[config.mk]
export PLATFORM = sky130hd
export DESIGN_NAME = sccb_reg_sequencer
export DESIGN_NICKNAME = d
export VERILOG_FILES = /design/src/rtl/sccb_reg_sequencer.sv
export SDC_FILE = /design/constraint.sdc
export NUM_CORES = 1
export LEC_CHECK = 0
export CAP_MARGIN = 30
export CORE_UTILIZATION = 25
export CTS_CLUSTER_DIAMETER = 40
export DETAILED_ROUTE_END_ITERATION = 7
export PLACE_DENSITY = 0.49
export SLEW_MARGIN = 20
export SYNTH_ARGS = -nofsm -noshare
export SYNTH_HDL_FRONTEND = slang
export SYNTH_SLANG_ARGS = --single-unit
[constraint.sdc]
create_clock -name sys_clk -period 2.8 [get_ports sys_clk]
set_clock_uncertainty 0.1 [all_clocks]
set_input_delay 0.56 -clock sys_clk [delete_from_list [all_inputs] [get_ports sys_clk]]
set_output_delay 0.56 -clock sys_clk [all_outputs]
set_load 0.03 [all_outputs]
[src/rtl/sccb_reg_sequencer.sv]
// Turns one register read/write request into the SCCB controller command
// sequence (START / WRITE / READ / STOP), with a per-step cycle timeout.
module sccb_reg_sequencer #(
  parameter int TIMEOUT_CYC = 65535
) (
  input  logic       sys_clk,
  input  logic       rst,
  input  logic       req,
  input  logic       req_wr,
  input  logic [7:0] req_id,
  input  logic [7:0] req_addr,
  input  logic [7:0] req_wdat,
  output logic       req_ready,
  output logic       rsp_valid,
  output logic       rsp_err,
  output logic [7:0] rsp_rdat,
  output logic       ctl_flag,
  output logic [3:0] ctl_cmd,
  output logic [7:0] ctl_dat,
  input  logic       ctl_busy,
  input  logic [7:0] ctl_rdat,
  input  logic       ctl_rflag
);

  localparam int CW = $clog2(TIMEOUT_CYC + 1);
  localparam logic [CW-1:0] TO_VAL = CW'(TIMEOUT_CYC);

  localparam logic [3:0] CMD_IDLE  = 4'b0000;
  localparam logic [3:0] CMD_START = 4'b0001;
  localparam logic [3:0] CMD_WRITE = 4'b0010;
  localparam logic [3:0] CMD_READ  = 4'b0011;
  localparam logic [3:0] CMD_STOP  = 4'b0110;

  typedef enum logic [2:0] {
    S_IDLE, S_LOAD, S_ISSUE, S_WAIT_ACC, S_WAIT_DONE, S_NEXT, S_RESP
  } state_t;

  state_t        state;
  logic [2:0]    step;
  logic [CW-1:0] cyc;
  logic          wr_q;
  logic [7:0]    id_q, addr_q, wdat_q;
  logic          busy_seen;
  logic          rd_got;

  logic [CW-1:0] cyc_nxt;
  logic          in_step;
  logic          to_hit;
  logic          rd_step;
  logic          rd_cap;
  logic [2:0]    last_step;

  // {cmd, dat} for a given step of a write or read transaction
  function automatic logic [11:0] step_word(input logic wr, input logic [2:0] s,
                                            input logic [7:0] id, input logic [7:0] addr,
                                            input logic [7:0] wdat);
    logic [11:0] w;
    if (wr) begin
      case (s)
        3'd0:    w = {CMD_START, 8'h00};
        3'd1:    w = {CMD_WRITE, id[7:1], 1'b0};
        3'd2:    w = {CMD_WRITE, addr};
        3'd3:    w = {CMD_WRITE, wdat};
        default: w = {CMD_STOP, 8'h00};
      endcase
    end else begin
      case (s)
        3'd0:    w = {CMD_START, 8'h00};
        3'd1:    w = {CMD_WRITE, id[7:1], 1'b0};
        3'd2:    w = {CMD_WRITE, addr};
        3'd3:    w = {CMD_STOP, 8'h00};
        3'd4:    w = {CMD_START, 8'h00};
        3'd5:    w = {CMD_WRITE, id[7:1], 1'b1};
        3'd6:    w = {CMD_READ, 8'h00};
        default: w = {CMD_STOP, 8'h00};
      endcase
    end
    return w;
  endfunction

  assign cyc_nxt   = cyc + 1'b1;
  assign in_step   = (state == S_ISSUE) || (state == S_WAIT_ACC) || (state == S_WAIT_DONE);
  assign to_hit    = in_step && (cyc_nxt == TO_VAL);
  assign rd_step   = (ctl_cmd == CMD_READ);
  assign last_step = wr_q ? 3'd4 : 3'd7;
  // first rflag wins; otherwise take whatever the controller presents when it goes idle
  assign rd_cap    = in_step && rd_step && !rd_got &&
                     (ctl_rflag || ((state == S_WAIT_DONE) && !ctl_busy));

  always_ff @(posedge sys_clk or negedge rst) begin
    if (!rst) begin
      state     <= S_IDLE;
      step      <= 3'd0;
      cyc       <= '0;
      wr_q      <= 1'b0;
      id_q      <= 8'h00;
      addr_q    <= 8'h00;
      wdat_q    <= 8'h00;
      busy_seen <= 1'b0;
      rd_got    <= 1'b0;
      req_ready <= 1'b0;
      rsp_valid <= 1'b0;
      rsp_err   <= 1'b0;
      rsp_rdat  <= 8'h00;
      ctl_flag  <= 1'b0;
      ctl_cmd   <= CMD_IDLE;
      ctl_dat   <= 8'h00;
    end else begin
      rsp_valid <= 1'b0;
      rsp_err   <= 1'b0;
      ctl_flag  <= 1'b0;

      if (rd_cap) begin
        rsp_rdat <= ctl_rdat;
        rd_got   <= 1'b1;
      end

      if (to_hit) begin
        // abandon the transaction outright; no STOP is attempted
        ctl_cmd   <= CMD_IDLE;
        ctl_dat   <= 8'h00;
        rsp_valid <= 1'b1;
        rsp_err   <= 1'b1;
        state     <= S_RESP;
      end else begin
        case (state)
          S_IDLE: begin
            if (req && req_ready) begin
              wr_q               <= req_wr;
              id_q               <= req_id;
              addr_q             <= req_addr;
              wdat_q             <= req_wdat;
              step               <= 3'd0;
              {ctl_cmd, ctl_dat} <= step_word(req_wr, 3'd0, req_id, req_addr, req_wdat);
              cyc                <= '0;
              busy_seen          <= 1'b0;
              rd_got             <= 1'b0;
              req_ready          <= 1'b0;
              state              <= S_LOAD;
            end else begin
              req_ready <= 1'b1;
            end
          end
          S_LOAD: begin
            if (!ctl_busy) begin
              ctl_flag <= 1'b1;
              state    <= S_ISSUE;
            end
          end
          S_ISSUE: begin
            cyc <= cyc_nxt;
            // a busy blip fully inside this cycle still counts as acceptance
            if (ctl_busy) busy_seen <= 1'b1;
            state <= S_WAIT_ACC;
          end
          S_WAIT_ACC: begin
            cyc <= cyc_nxt;
            if (ctl_busy || busy_seen) state <= S_WAIT_DONE;
          end
          S_WAIT_DONE: begin
            cyc <= cyc_nxt;
            if (!ctl_busy) state <= S_NEXT;
          end
          S_NEXT: begin
            step <= step + 3'd1;
            if (step == last_step) begin
              ctl_cmd   <= CMD_IDLE;
              ctl_dat   <= 8'h00;
              rsp_valid <= 1'b1;
              state     <= S_RESP;
            end else begin
              {ctl_cmd, ctl_dat} <= step_word(wr_q, step + 3'd1, id_q, addr_q, wdat_q);
              cyc                <= '0;
              busy_seen          <= 1'b0;
              rd_got             <= 1'b0;
              state              <= S_LOAD;
            end
          end
          S_RESP: begin
            req_ready <= 1'b1;
            state     <= S_IDLE;
          end
          default: state <= S_IDLE;
        endcase
      end
    end
  end

endmodule

==> results of run 1 <==
## metal layers
metal	up-vias	routed length, um	global-route usage (%)
met5	-	0	0
met4	0	130	4.42
met1	1401	4360	17.4
met2	44	3970	18.8
met3	8	280	3.81
li1	1419	-	-
## cell usage in the layout (no fill, tap or decap), types with 2 or more instances in the layout
master,instances
ha_1,9
o31ai_1,6
clkbuf_16,9
nand3b_1,2
mux2_2,32
o211ai_1,3
a32o_1,2
nor3b_1,2
a21o_1,2
nand2_1,28
a22oi_1,8
nand2b_1,6
nand3_1,10
nand4_1,6
a22o_1,10
inv_1,8
o21ai_1,5
a21oi_1,16
and3b_1,3
and3_1,2
clkdlybuf4s50_1,58
nor3_1,5
nor2b_1,6
nor4_1,4
o21ai_0,32
and2_1,2
inv_6,3
nor2_1,20
dfrtp_1,71
buf_4,12
a31oi_1,7
o22ai_1,3
## through the flow
stage | util [%] | worst slack (ns)
after floorplan | - | 0.520
after global placement | 31.8 | 0.325
after detailed placement | 31.8 | 0.318
after CTS | 33.9 | 0.354
after global routing | 34.2 | 0.212
final | 34.2 | 0.375
## registers in the layout (all words and copies together) (netlist names), 3 cells and up
register  flops
step          3
rsp_rdat      8
wdat_q        8
cyc          16
addr_q        8
id_q          7
state         3
ctl_dat       8
ctl_cmd       3
## synth_stat cells, types with 2 or more instances
| cell type | count |
|---|---|
| dfrtp_1 | 71 |
| mux2_2 | 32 |
| o21ai_0 | 32 |
| nand2_1 | 28 |
| nor2_1 | 21 |
| a21oi_1 | 16 |
| clkbuf_1 | 11 |
| a22o_1 | 10 |
| nand3_1 | 10 |
| ha_1 | 9 |
| a22oi_1 | 8 |
| inv_1 | 8 |
| a31oi_1 | 7 |
| nand2b_1 | 6 |
| nand4_1 | 6 |
| nor2b_1 | 6 |
| o31ai_1 | 6 |
| nor3_1 | 5 |
| o21ai_1 | 5 |
| nor4_1 | 4 |
| and3b_1 | 3 |
| buf_2 | 3 |
| o211ai_1 | 3 |
| o22ai_1 | 3 |
| a21o_1 | 2 |
| a32o_1 | 2 |
| and2_1 | 2 |
| and3_1 | 2 |
| nand3b_1 | 2 |
| nor3b_1 | 2 |
## power groups by stage
stage                     Combinational, mW  Clock (mW)  Sequential [mW]
after floorplan                        1.20           0             1.88
after global placement                 2.00           0             1.76
after detailed placement               2.04           0             1.77
after CTS                              2.05        1.22             1.76
after global routing                   2.25        1.26             1.82
final                                  2.04        1.18             1.76
## cell families (layout without fill, tap and decap cells)
family | after synthesis | after routing
AND/OR/NAND/NOR | 106 | 106
AO/OA/AOI/OAI | 102 | 102
flip-flops | 71 | 71
multiplexers | 33 | 33
buffers and inverters | 25 | 96
adder cells (fa/ha/maj) | 9 | 9
other | 1 | 1
XOR/XNOR | 1 | 1
## worst min-delay path by stage
| stage | from | end | cells past startpoint |
|---|---|---|---|
| 2_1_floorplan | rst | addr_q[0]$_DFFE_PN0P_ | 0 |
| 4_1_cts | rst | state[2]$_DFFE_PN0P_ | 1 |
| 3_3_place_gp | id_q[7]$_DFFE_PN0P_ | id_q[7]$_DFFE_PN0P_ | 1 |
| 6_report | addr_q[7]$_DFFE_PN0P_ | addr_q[7]$_DFFE_PN0P_ | 1 |
| 3_5_place_dp | wdat_q[2]$_DFFE_PN0P_ | wdat_q[2]$_DFFE_PN0P_ | 1 |
| 5_1_grt | cyc[15]$_DFFE_PN0P_ | cyc[15]$_DFFE_PN0P_ | 1 |
## repair_timing
| item | 4_1_cts | 5_1_grt |
|---|---|---|
| buffers inserted | 0 | 0 |
| hold buffers | 0 | 1 |
| hold endpoints to repair | 0 | 13 |
## final cells by class
class	count	area [um^2]	share of cell area, %
Inverter	9	33.8	0.706
Clock buffer	10	239	4.99
Timing Repair Buffer	72	708	14.8
Multi-Input combinational cell	252	1740	36.3
Clock inverter	5	65.1	1.36
Sequential cell	71	1780	37.1
Tap cell	180	225	4.71
## worst reg2reg max path, stage by stage, from the launching register on
cell	delay, ns
dfrtp_1	0.49
nand4_4	0.19
or4_4	0.58
a221oi_4	0.35
a31oi_2	0.29
a22o_1	0.32
==> flow_metrics.env, run 1 <==
export IMPL_worstReg2RegEnd="ctl_dat[3]$_DFFE_PN0P_"
export IMPL_wl_per_cell_um=14.6
export IMPL_synth_compound_area_share_pct=18.5
export IMPL_r2r_setup_slack_ns=0.37
export IMPL_final_cells=599
export IMPL_cp_end_kind="flip-flop"
export IMPL_drtIter0Drc=190
export IMPL_rsz0062_at_grt="false"
export IMPL_boundaryPins=62
export IMPL_worst_r2r_cell_count=5
export IMPL_clkTransAtPathRegs_ns=0.06
export IMPL_synth_xor_area_share_pct=0.242
export IMPL_syn_cell_area_um2=3620
export IMPL_grt_usage_pct=12.7
export IMPL_yosysWarnings=0
export IMPL_wirelength_um=8750
export IMPL_dpl_cell_area_um2=4440
export IMPL_critPathArrivalTime_ns=2.55
export IMPL_slowest_delay_ns=0.58
export IMPL_ant_nets=0
export IMPL_slew_headroom_pct=62.9
export IMPL_netlist_cell_type_count=53
export IMPL_grt_pass1_vias=2859
export IMPL_crit_path_start_kind="flip-flop"
export IMPL_ys_seq_area_share_pct=49.1
export IMPL_cts_buffers=9
export IMPL_p_seq_share_pct=35.3
export IMPL_critPathBufInv=0
export IMPL_grt_pass1_wl_um=14800
export IMPL_die_h_um=122
export IMPL_final_hold_viol_count=0
export IMPL_crit_type="reg2reg"
export IMPL_tritoncts="built"
export IMPL_slowest_stage="or4_4"
export IMPL_holdWs_ns=0.408
export IMPL_cp_endpoint="ctl_dat[3]$_DFFE_PN0P_"
export IMPL_clock_fmax_mhz=412
export IMPL_insertion_delay_ns=0.34
export IMPL_p_switching_mw=1.88
export IMPL_synth_cells=348
export IMPL_async_reset_ff_share_pct=100
export IMPL_synth_edf_count=0
export IMPL_design_core_area_um2=14000
export IMPL_drc_errors=0
export IMPL_initial_utilization_pct=25.9
export IMPL_synth_adder_area_share_pct=3.11
export IMPL_drive_gt1_share_pct=16.0
export IMPL_synth_top_cell_area_share_pct=49.1
export IMPL_vias_per_cell=4.79
export IMPL_numClockSinks=71
export IMPL_htreeDepth=3
export IMPL_min_period_ns=2.43
export IMPL_post_cts_resized=0
export IMPL_power_density_nw_per_um2=1040
export IMPL_crit_start="cyc[3]$_DFFE_PN0P_"
export IMPL_fin_crit_sh_pct=86.6
export IMPL_tns_ns=0
export IMPL_rows=43
export IMPL_static_leakage_power_nw=2.00
export IMPL_vias=2872
export IMPL_internal_power_mw=3.09
export IMPL_port_buffers=59
export IMPL_path_delay_family="compound AO/OA/AOI/OAI gates"
export IMPL_worstPathCellList="nand4_4, or4_4, a221oi_4, a31oi_2, a22o_1"
export IMPL_post_synth_mux_area_share_pct=10.2
export IMPL_slew_violations=0
export IMPL_synth_top_flop_cell="dfrtp_1"
export IMPL_fill_cells=1431
export IMPL_synth_simple_area_share_pct=15.8
export IMPL_place_inst=582
export IMPL_pwr_share_clk_pct=23.7
export IMPL_die_w_um=122
export IMPL_cp_max_fo=10
export IMPL_antenna_found_initial=0
export IMPL_worst_path_stages=5
export IMPL_finalInstanceArea_um2=4790
export IMPL_dp_final_hpwl_um=6220
export IMPL_area_growth_pct=32.2
export IMPL_clockBufferDepth=2
export IMPL_comb_power_share_pct=41.0
export IMPL_antenna_cells=0
export IMPL_required_ns=2.92
export IMPL_grt_ovfl_total=0
export IMPL_finalSetupViolCount=0
export IMPL_drv_cap=0
export IMPL_grt_max_degree=72
export IMPL_p_sw_share_pct=37.8
export IMPL_yosys_area_top_type="dfrtp_1"
export IMPL_peakVddDrop_mv=0.399
export IMPL_nNetsFinal=462
export IMPL_synth_nets=395
export IMPL_tightest_slew_ns=0.555
export IMPL_yosys_register_bits=71
export IMPL_hold_class="reg2reg"
export IMPL_status="completed"
export IMPL_dieArea_um2=15000
export IMPL_gp_congestion=0.794
export IMPL_p_total_mw=4.97
export IMPL_root_buffer="clkbuf_16"
export IMPL_r2r_start="cyc[3]$_DFFE_PN0P_"
export IMPL_drt_pass1_iter_count=4
export IMPL_yosys_top_cells_area="dfrtp_1 (49%), mux2_2 (10%), o21ai_0 (4.4%)"
export IMPL_syn_area_per_cell_um2=10.4
export IMPL_synth_top_family_by_area="compound AO/OA/AOI/OAI gates"
Note: power is estimated with default switching activity, not from simulation.
==> run 2, diff against run 1 <==
CTS_CLUSTER_DIAMETER = 150   (was 40)
==> results of run 2 <==
Same layout as run 1: the final DEF is identical, and so are final timing and power.
==> run 3, diff against run 2 <==
CTS_BUF_LIST = sky130_fd_sc_hd__clkbuf_4   (was not set)
TNS_END_PERCENT = 30   (was not set)
==> flow_metrics.env, run 3 (same netlist as run 1, synthesis figures left out) <==
export IMPL_status="completed"
export IMPL_fin_crit_sh_pct=86.9
export IMPL_worst_slack_ns=0.366
export IMPL_vias=2886
export IMPL_finalSetupViolCount=0
export IMPL_top_register="cyc"
export IMPL_critPathArrivalTime_ns=2.67
export IMPL_wirelength_um=8740
export IMPL_crit_type="reg2reg"
export IMPL_drc_errors=0
export IMPL_p_switching_mw=1.83
export IMPL_drt_pass1_iter_count=4
export IMPL_fill_cells=1450
export IMPL_slowest_delay_ns=0.47
export IMPL_cts_setup_buffers=0
export IMPL_worstPathCellList="inv_1, ha_1, nand4_1, or4_1, a221oi_4, a31oi_2, a22o_1"
export IMPL_critPathBufInv=1
export IMPL_ant_nets=0
export IMPL_grt_max_degree=72
export IMPL_die_h_um=122
export IMPL_tightest_slew_ns=0.553
export IMPL_r2r_setup_slack_ns=0.37
export IMPL_worst_r2r_cell_count=7
export IMPL_rows=43
export IMPL_design_core_area_um2=14000
export IMPL_grt_pass1_wl_um=14700
export IMPL_layout_commonest_cell="dfrtp_1"
export IMPL_slew_violations=0
export IMPL_layout_common_cells="dfrtp_1 (71), clkdlybuf4s50_1 (58), o21ai_0 (32), mux2_2 (32), nand2_1 (28)"
export IMPL_cp_max_fo=10
export IMPL_insertion_delay_ns=0.44
export IMPL_rsz0062_at_grt="false"
export IMPL_cts_buffers=9
export IMPL_p_seq_share_pct=39.2
export IMPL_antenna_cells=0
export IMPL_internal_power_mw=2.64
export IMPL_tritoncts="built"
export IMPL_peakVddDrop_mv=0.296
export IMPL_slowest_stage="dfrtp_1"
export IMPL_nNetsFinal=462
export IMPL_crit_start="cyc[0]$_DFFE_PN0P_"
export IMPL_cp_end_kind="flip-flop"
export IMPL_gp_congestion=0.794
export IMPL_dieArea_um2=15000
export IMPL_grt_usage_pct=12.6
export IMPL_clockBufferDepth=2
export IMPL_vias_per_cell=4.82
export IMPL_tns_ns=0
export IMPL_pwr_share_clk_pct=15.2
export IMPL_hold_class="in2async"
export IMPL_final_hold_viol_count=0
export IMPL_clock_fmax_mhz=411
export IMPL_dp_final_hpwl_um=6220
export IMPL_static_leakage_power_nw=1.93
export IMPL_path_delay_family="compound AO/OA/AOI/OAI gates"
export IMPL_r2r_start="cyc[0]$_DFFE_PN0P_"
export IMPL_wl_per_cell_um=14.6
export IMPL_worstReg2RegEnd="ctl_dat[7]$_DFFE_PN0P_"
export IMPL_initial_utilization_pct=25.9
export IMPL_crit_path_start_kind="flip-flop"
export IMPL_p_sw_share_pct=40.9
export IMPL_power_density_nw_per_um2=967
export IMPL_port_buffers=59
export IMPL_min_period_ns=2.43
export IMPL_root_buffer="clkbuf_4"
export IMPL_htreeDepth=3
export IMPL_required_ns=3.03
export IMPL_drtIter0Drc=219
export IMPL_utilization_pct=33.0
export IMPL_drive_gt1_share_pct=15.8
export IMPL_drv_cap=0
export IMPL_clkTransAtPathRegs_ns=0.12
export IMPL_comb_power_share_pct=45.6
export IMPL_slew_headroom_pct=63.0
export IMPL_pre_cts_ws_ns=0.318
export IMPL_grt_ovfl_total=0
export IMPL_largest_reg_flops=16
export IMPL_antenna_found_initial=0
export IMPL_die_w_um=122
export IMPL_numClockSinks=71
export IMPL_grt_pass1_vias=2862
export IMPL_p_total_mw=4.46
export IMPL_boundaryPins=62
export IMPL_area_growth_pct=27.5
[run 3: cell types whose count changed in the layout (fill, tap and decap cells not counted)]
| cell | change |
|---|---|
| clkbuf_8 | -1 |
| clkbuf_16 | -9 |
| clkbuf_4 | +9 |
| clkinv_1 | +1 |
[run 3: how the worst max path moves through the flow]
stage,to,slack [ns],depth (start not counted)
detailed placement,rsp_rdat[2]$_DFFE_PN0P_,0.32,5
global route,ctl_cmd[1]$_DFFE_PN0P_,0.22,5
floorplan,ctl_dat[0]$_DFFE_PN0P_,0.52,8
CTS,ctl_dat[3]$_DFFE_PN0P_,0.36,5
global placement,rsp_rdat[6]$_DFFE_PN0P_,0.32,5
finish,ctl_dat[7]$_DFFE_PN0P_,0.37,7
[run 3: area by class of cell]
cell class	instances	area, um^2	area share, %
inverter	9	33.8	0.732
tap	180	225	4.88
timing repair buffer	72	708	15.3
clock inverter	6	68.8	1.49
multi-input combinational	252	1740	37.6
clock buffer	9	67.6	1.46
sequential	71	1780	38.5
[run 3: timing repair]
item,CTS,global route
setup endpoints to repair,0,0
hold buffers,0,1
gates resized for setup,0,0
hold endpoints to repair,0,13
[run 3: per-layer routing]
layer | GRT usage [%] | part of all wire [%] | vias to the layer above
met5 | 0 | 0 | -
met4 | 4.95 | 2.3 | 0
met3 | 2.97 | 4.0 | 15
met2 | 18.7 | 45 | 54
met1 | 17.4 | 48 | 1401
li1 | - | - | 1416
[run 3: power groups by stage]
stage                     combinational (mW)  clock (mW)  sequential (mW)
final                                   2.03       0.680             1.75
after global routing                    2.25       0.746             1.81
after CTS                               2.05       0.713             1.75
after detailed placement                2.04           0             1.77
after global placement                  2.00           0             1.76
after floorplan                         1.20           0             1.88
[run 3: per-stage QoR]
stage | hold WS (ns) | area (um^2) | cells
4_1_cts | 0.161 | 4580 | 597
3_5_place_dp | 0.397 | 4440 | 582
2_1_floorplan | 0.164 | 3620 | 348
5_1_grt | 0.409 | 4620 | 599
3_3_place_gp | 0.391 | 4440 | 582
6_report | 0.420 | 4620 | 599
